### config.mk
export PLATFORM = sky130hd
export DESIGN_NAME = kmap_vector_sequencer
export DESIGN_NICKNAME = d
export VERILOG_FILES = /design/src/rtl/kmap_vector_sequencer.sv
export SDC_FILE = /design/constraint.sdc
export NUM_CORES = 1
export LEC_CHECK = 0
export ABC_AREA = 1
export BUFFER_PORTS_ARGS = -buffer_cell sky130_fd_sc_hd__buf_2
export CORE_UTILIZATION = 40
export DETAILED_ROUTE_END_ITERATION = 10
export PLACE_DENSITY = 0.6
export SLEW_MARGIN = 20
export SYNTH_ARGS = -nofsm -noshare
export SYNTH_HDL_FRONTEND = slang
export SYNTH_SLANG_ARGS = --single-unit
### constraint.sdc
create_clock -name clk -period 2.8 [get_ports clk]
set_input_delay 0.56 -clock clk [delete_from_list [all_inputs] [get_ports clk]]
set_output_delay 0.56 -clock clk [all_outputs]
set_load 0.05 [all_outputs]
### src/rtl/kmap_vector_sequencer.sv
// Exhaustive 16-vector stimulus sequencer for the 4-input K-map block; captures k_out per vector.
// Optional golden-table comparator and pass flag are enabled by defining KMAP_SEQ_COMPARE_EN.
module kmap_vector_sequencer #(
    parameter int unsigned DWELL    = 100,
    parameter logic [15:0] EXPECTED = 16'h0000
) (
    input  logic        clk,
    input  logic        rst,
    input  logic        start,
    input  logic        k_out_in,
    output logic        a,
    output logic        b,
    output logic        c,
    output logic        d,
    output logic [3:0]  vec_idx,
    output logic        busy,
    output logic        done,
    output logic [15:0] truth_table
`ifdef KMAP_SEQ_COMPARE_EN
    ,
    output logic        pass
`endif
);

    // state | meaning
    // IDLE  | waiting for start; truth_table holds last result
    // DRIVE | presenting vec_idx on a..d, counting dwell, sampling k_out_in at dwell end
    // DONE  | single-cycle completion pulse, vector held at 1111
    localparam logic [1:0] S_IDLE  = 2'd0;
    localparam logic [1:0] S_DRIVE = 2'd1;
    localparam logic [1:0] S_DONE  = 2'd2;

    localparam logic [15:0] CNT_LAST = 16'(DWELL - 1);

    logic [1:0]  state_q, state_d;
    logic [3:0]  vec_q, vec_d;
    logic [15:0] cnt_q, cnt_d;
    logic [15:0] tt_q, tt_d;
    logic        busy_q, busy_d;
    logic        done_q, done_d;
    logic        pass_q, pass_d;

    always_comb begin
        state_d = state_q;
        vec_d   = vec_q;
        cnt_d   = cnt_q;
        tt_d    = tt_q;
        busy_d  = busy_q;
        done_d  = 1'b0;
        pass_d  = pass_q;
        case (state_q)
            S_IDLE: begin
                busy_d = 1'b0;
                if (start) begin
                    state_d = S_DRIVE;
                    vec_d   = 4'd0;
                    cnt_d   = 16'd0;
                    tt_d    = 16'h0000;
                    busy_d  = 1'b1;
                    pass_d  = 1'b0;
                end
            end
            S_DRIVE: begin
                if (cnt_q == CNT_LAST) begin
                    tt_d[vec_q] = k_out_in;
                    if (vec_q != 4'd15) begin
                        vec_d = vec_q + 4'd1;
                        cnt_d = 16'd0;
                    end else begin
                        // counter stays saturated at DWELL-1 until the next launch
                        state_d = S_DONE;
                        busy_d  = 1'b0;
                        done_d  = 1'b1;
                        pass_d  = (tt_d == EXPECTED);
                    end
                end else begin
                    cnt_d = cnt_q + 16'd1;
                end
            end
            S_DONE: begin
                state_d = S_IDLE;
            end
            default: begin
                state_d = S_IDLE;
                busy_d  = 1'b0;
            end
        endcase
    end

    always_ff @(posedge clk) begin
        if (rst) begin
            state_q <= S_IDLE;
            vec_q   <= 4'd0;
            cnt_q   <= 16'd0;
            tt_q    <= 16'h0000;
            busy_q  <= 1'b0;
            done_q  <= 1'b0;
            pass_q  <= 1'b0;
        end else begin
            state_q <= state_d;
            vec_q   <= vec_d;
            cnt_q   <= cnt_d;
            tt_q    <= tt_d;
            busy_q  <= busy_d;
            done_q  <= done_d;
            pass_q  <= pass_d;
        end
    end

`ifndef SYNTHESIS
    always_ff @(posedge clk) begin
        if (DWELL < 2) begin
            $error("kmap_vector_sequencer: DWELL=%0d is below the minimum of 2", DWELL);
        end
`ifdef KMAP_SEQ_COMPARE_EN
        if (!rst && state_q == S_DRIVE && cnt_q == CNT_LAST && vec_q == 4'd15) begin
            for (int i = 0; i < 16; i++) begin
                if (tt_d[i] != EXPECTED[i]) begin
                    $display("kmap_vector_sequencer: mismatch at vector %0d: got %b expected %b",
                             i, tt_d[i], EXPECTED[i]);
                end
            end
        end
`endif
    end
`endif

    assign a           = vec_q[3];
    assign b           = vec_q[2];
    assign c           = vec_q[1];
    assign d           = vec_q[0];
    assign vec_idx     = vec_q;
    assign busy        = busy_q;
    assign done        = done_q;
    assign truth_table = tt_q;
`ifdef KMAP_SEQ_COMPARE_EN
    assign pass        = pass_q;
`else
    logic unused_pass;
    assign unused_pass = pass_q;
`endif

endmodule
==> key figures <==
Outcome
  • Status: finished, final reports clean

Worst setup path
  • CP Data Required Time: between 2 and 3 ns
  • Crit-path cells: inv_1 > nand2_1 > nor2_1 > nor2_4 > nand2_4 > a21oi_1 > nor2_1
  • Top delay family on crit path: simple AND/OR/NAND/NOR gates
  • Slowest CP cell: nor2_4
  • Critical R2R Launch: state_q[1]
  • Arrival time worst endpoint: just over 2 ns
  • Critical path class: flop to flop
  • Worst Reg-to-Reg Cells: 7
  • Crit path buf inv count: 1
  • Most used cell, CP: nor2_1
  • Critical Path Start Type: flop
  • Setup crit end kind: flop
  • Reg2reg setup slack: slightly below 0.9 ns
  • Delay of the slowest critical-path stage: approximately 0.57 ns
  • Crit path max fanout: 33
  • R2r endpoint: cnt_q[2]

Route
  • Drt total wl: 5450 um
  • DRC errors left: 0
  • Routed len/inst: roughly 12 um
  • 1st-iter DRT viols: ~120
  • Via density: 4.94
  • Antenna viol nets, final: 0
  • TritonRoute pass-1 iters: 4
  • DR vias: between 2000 and 2500

Floorplan
  • Die Ht: just over 80 um
  • Initial Util: 0.415
  • # IOs: 30
  • Row cnt: 28
  • Core ar.: 5920 um2
  • Width of the die: 80.4 um
  • DIE AREA: about 6500 um2

Synthesis
  • Synth top cells by count: nand2_1, nand3_1, inv_1
  • EDFF count, synth: 0
  • Area leader, netlist: dfxtp_1
  • Synth Flop Type: dfxtp_1
  • Synth Warn #: 0
  • Most frequent cell after synthesis: nand2_1
  • Area share of the leading cell type in the synthesized netlist: 0.326
  • Gate Count Post-Synth: 380
  • Post-synth cell types: 29
  • Async SR Flop Fraction: 0
  • Average size of a mapped cell: between 6 and 7 um2
  • Mapped Nets: slightly below 400
  • Synth top area cells: dfxtp_1, nand2_1, nand3_1
  • Part of the Yosys area used for sequential elements: 0.326
  • Mapped cell area: between 2000 and 2500 um2
  • #FFs+latches synth: 40

Clock tree
  • CTS root buf: clkbuf_8
  • H-Tree Depth: 2
  • Clock Latency Late Sink: roughly 0.29 ns
  • Clock tree sinks: 40
  • Total setup buffers inserted after CTS: 0
  • Cts hold-fix bufs: 0
  • Post-cts resize count: 0
  • Clock Path Buffers: 2
  • CTS tree: yes
  • Worst-path clk slew: around 0.08 ns
  • CTS Buf Count: 5

Finish
  • Post-route insts no fill: 470
  • Finished Core Util: 0.448
  • Antenna Diode Count: 0
  • Synth-to-Final Area Change: 7.84%
  • Final instance area: 2650 um2
  • Share of cells above drive strength 1: 0.132
  • Layout net count: ~400

Timing
  • Fin Setup TNS: 0 ns
  • Max-slew headroom: 0.509
  • Post-route clock period utilization: 0.683
  • Final slew viol count: 0
  • RSZ-0062 raised after global routing: no
  • Final Critical Period: between 1.5 and 2 ns
  • Final hold viol count: 0
  • Clock Skew: 0.00763 ns
  • Worst Slack Setup Final: around 0.89 ns
  • Fmax: around 520 MHz
  • Final Setup Violations: 0
  • Hold WS: ~0.46 ns
  • Slew @ Worst Pin: 0.737 ns

Place
  • Port Buffer Count: 29
  • Final Wtd Congestion: ~0.79
  • Placement Setup Slack: around 0.9 ns
  • Placed Cells: ~460
  • Placed cell area: around 2500 um2
  • HPWL Detailed: about 3800 um

Hold path
  • Worst hold path endpoint: busy
  • HP Class: flop to flop
  • Number of cells on the worst hold path: 2
  • Worst Hold Launch: busy

Power
  • Tot Pwr: 1.23 mW
  • Pwr/cell area: about 460 nW/um2
  • Worst vdd ir: around 0.22 mV
  • Pleak: approximately 1.2 nW

Global route
  • GRT Overall Usage: 0.189
  • Initial antenna violation count: 0
  • Global route total overflow: 0
  • Pin count of the biggest net entering global routing: 40
  • Vias in the first global route: between 2000 and 2500
  • First-pass GRT wire length: 9580 um

Run
  • Max Cap Viol: 0
[metal layers]
layer | wire length, um | vias up | track usage | part of all wire
met1 | 2590 | 1024 | 0.223 | 0.47
met3 | 176 | 7 | 0.0398 | 0.032
met5 | 0 | - | 0 | 0
li1 | - | 1256 | - | -
met2 | 2610 | 35 | 0.336 | 0.48
met4 | 74 | 0 | 0.0589 | 0.014
[sequential cells by signal, indices dropped and copies added, names as in the netlist]
signal,cells
busy,1
cnt_q,16
done,1
state_q,2
truth_table,16
vec_idx,4
[worst max-delay path by stage]
stage                end  cells past startpoint  startpoint  slack [ns]
6_report        cnt_q[2]                      7  state_q[1]        0.89
2_1_floorplan  cnt_q[13]                      8  vec_idx[0]        1.04
4_1_cts         cnt_q[2]                      7  state_q[1]        0.88
3_5_place_dp    cnt_q[2]                      6       start        0.88
5_1_grt         cnt_q[2]                      7  state_q[1]        0.63
3_3_place_gp    cnt_q[2]                      6       start        0.93
[power by group]
part | leakage (nW) | internal (mW) | total, mW | switching (mW)
logic | 0.828 | 0.0419 | 0.169 | 0.128
registers | 0.324 | 0.577 | 0.585 | 0.00807
clock network | 0.0552 | 0.265 | 0.477 | 0.212
[area by class of cell]
type / count / area, um2
Timing Repair Buffer: 30 / 153
Multi-Input combinational cell: 274 / 1340
Fill cell: 621 / 3270
Clock inverter: 2 / 35.0
Inverter: 43 / 161
Tap cell: 75 / 93.8
Clock buffer: 6 / 72.6
Sequential cell: 40 / 801
[placed cells by master (no fill, tap or decap), drive strengths merged]
master	n
a21o	1
a21oi	35
and2	1
buf	30
bufinv	1
clkbuf	6
clkinv	1
dfxtp	40
ha	5
inv	43
nand2	111
nand3	49
nand3b	1
nand4	26
nor2	37
nor3	2
o21a	1
o21ai	1
o21bai	2
or2	1
xnor2	1
[worst register-to-register path, stage by stage, from the launching register on]
cell	delay (ns)
dfxtp_1	0.46
inv_1	0.09
nand2_1	0.10
nor2_1	0.08
nor2_4	0.57
nand2_4	0.26
a21oi_1	0.19
nor2_1	0.05
[logic make-up after synthesis]
| logic type | share of synthesized area |
|---|---|
| AOI/OAI and AO/OA | 0.0855 |
| and+or+nand+nor | 0.429 |
| adders and majority gates | 0.0254 |
| xor gates and xnor gates | 0.00356 |
| buffers and inverters | 0.131 |
| DFF | 0.326 |
Note: power is estimated with default switching activity, not from simulation.
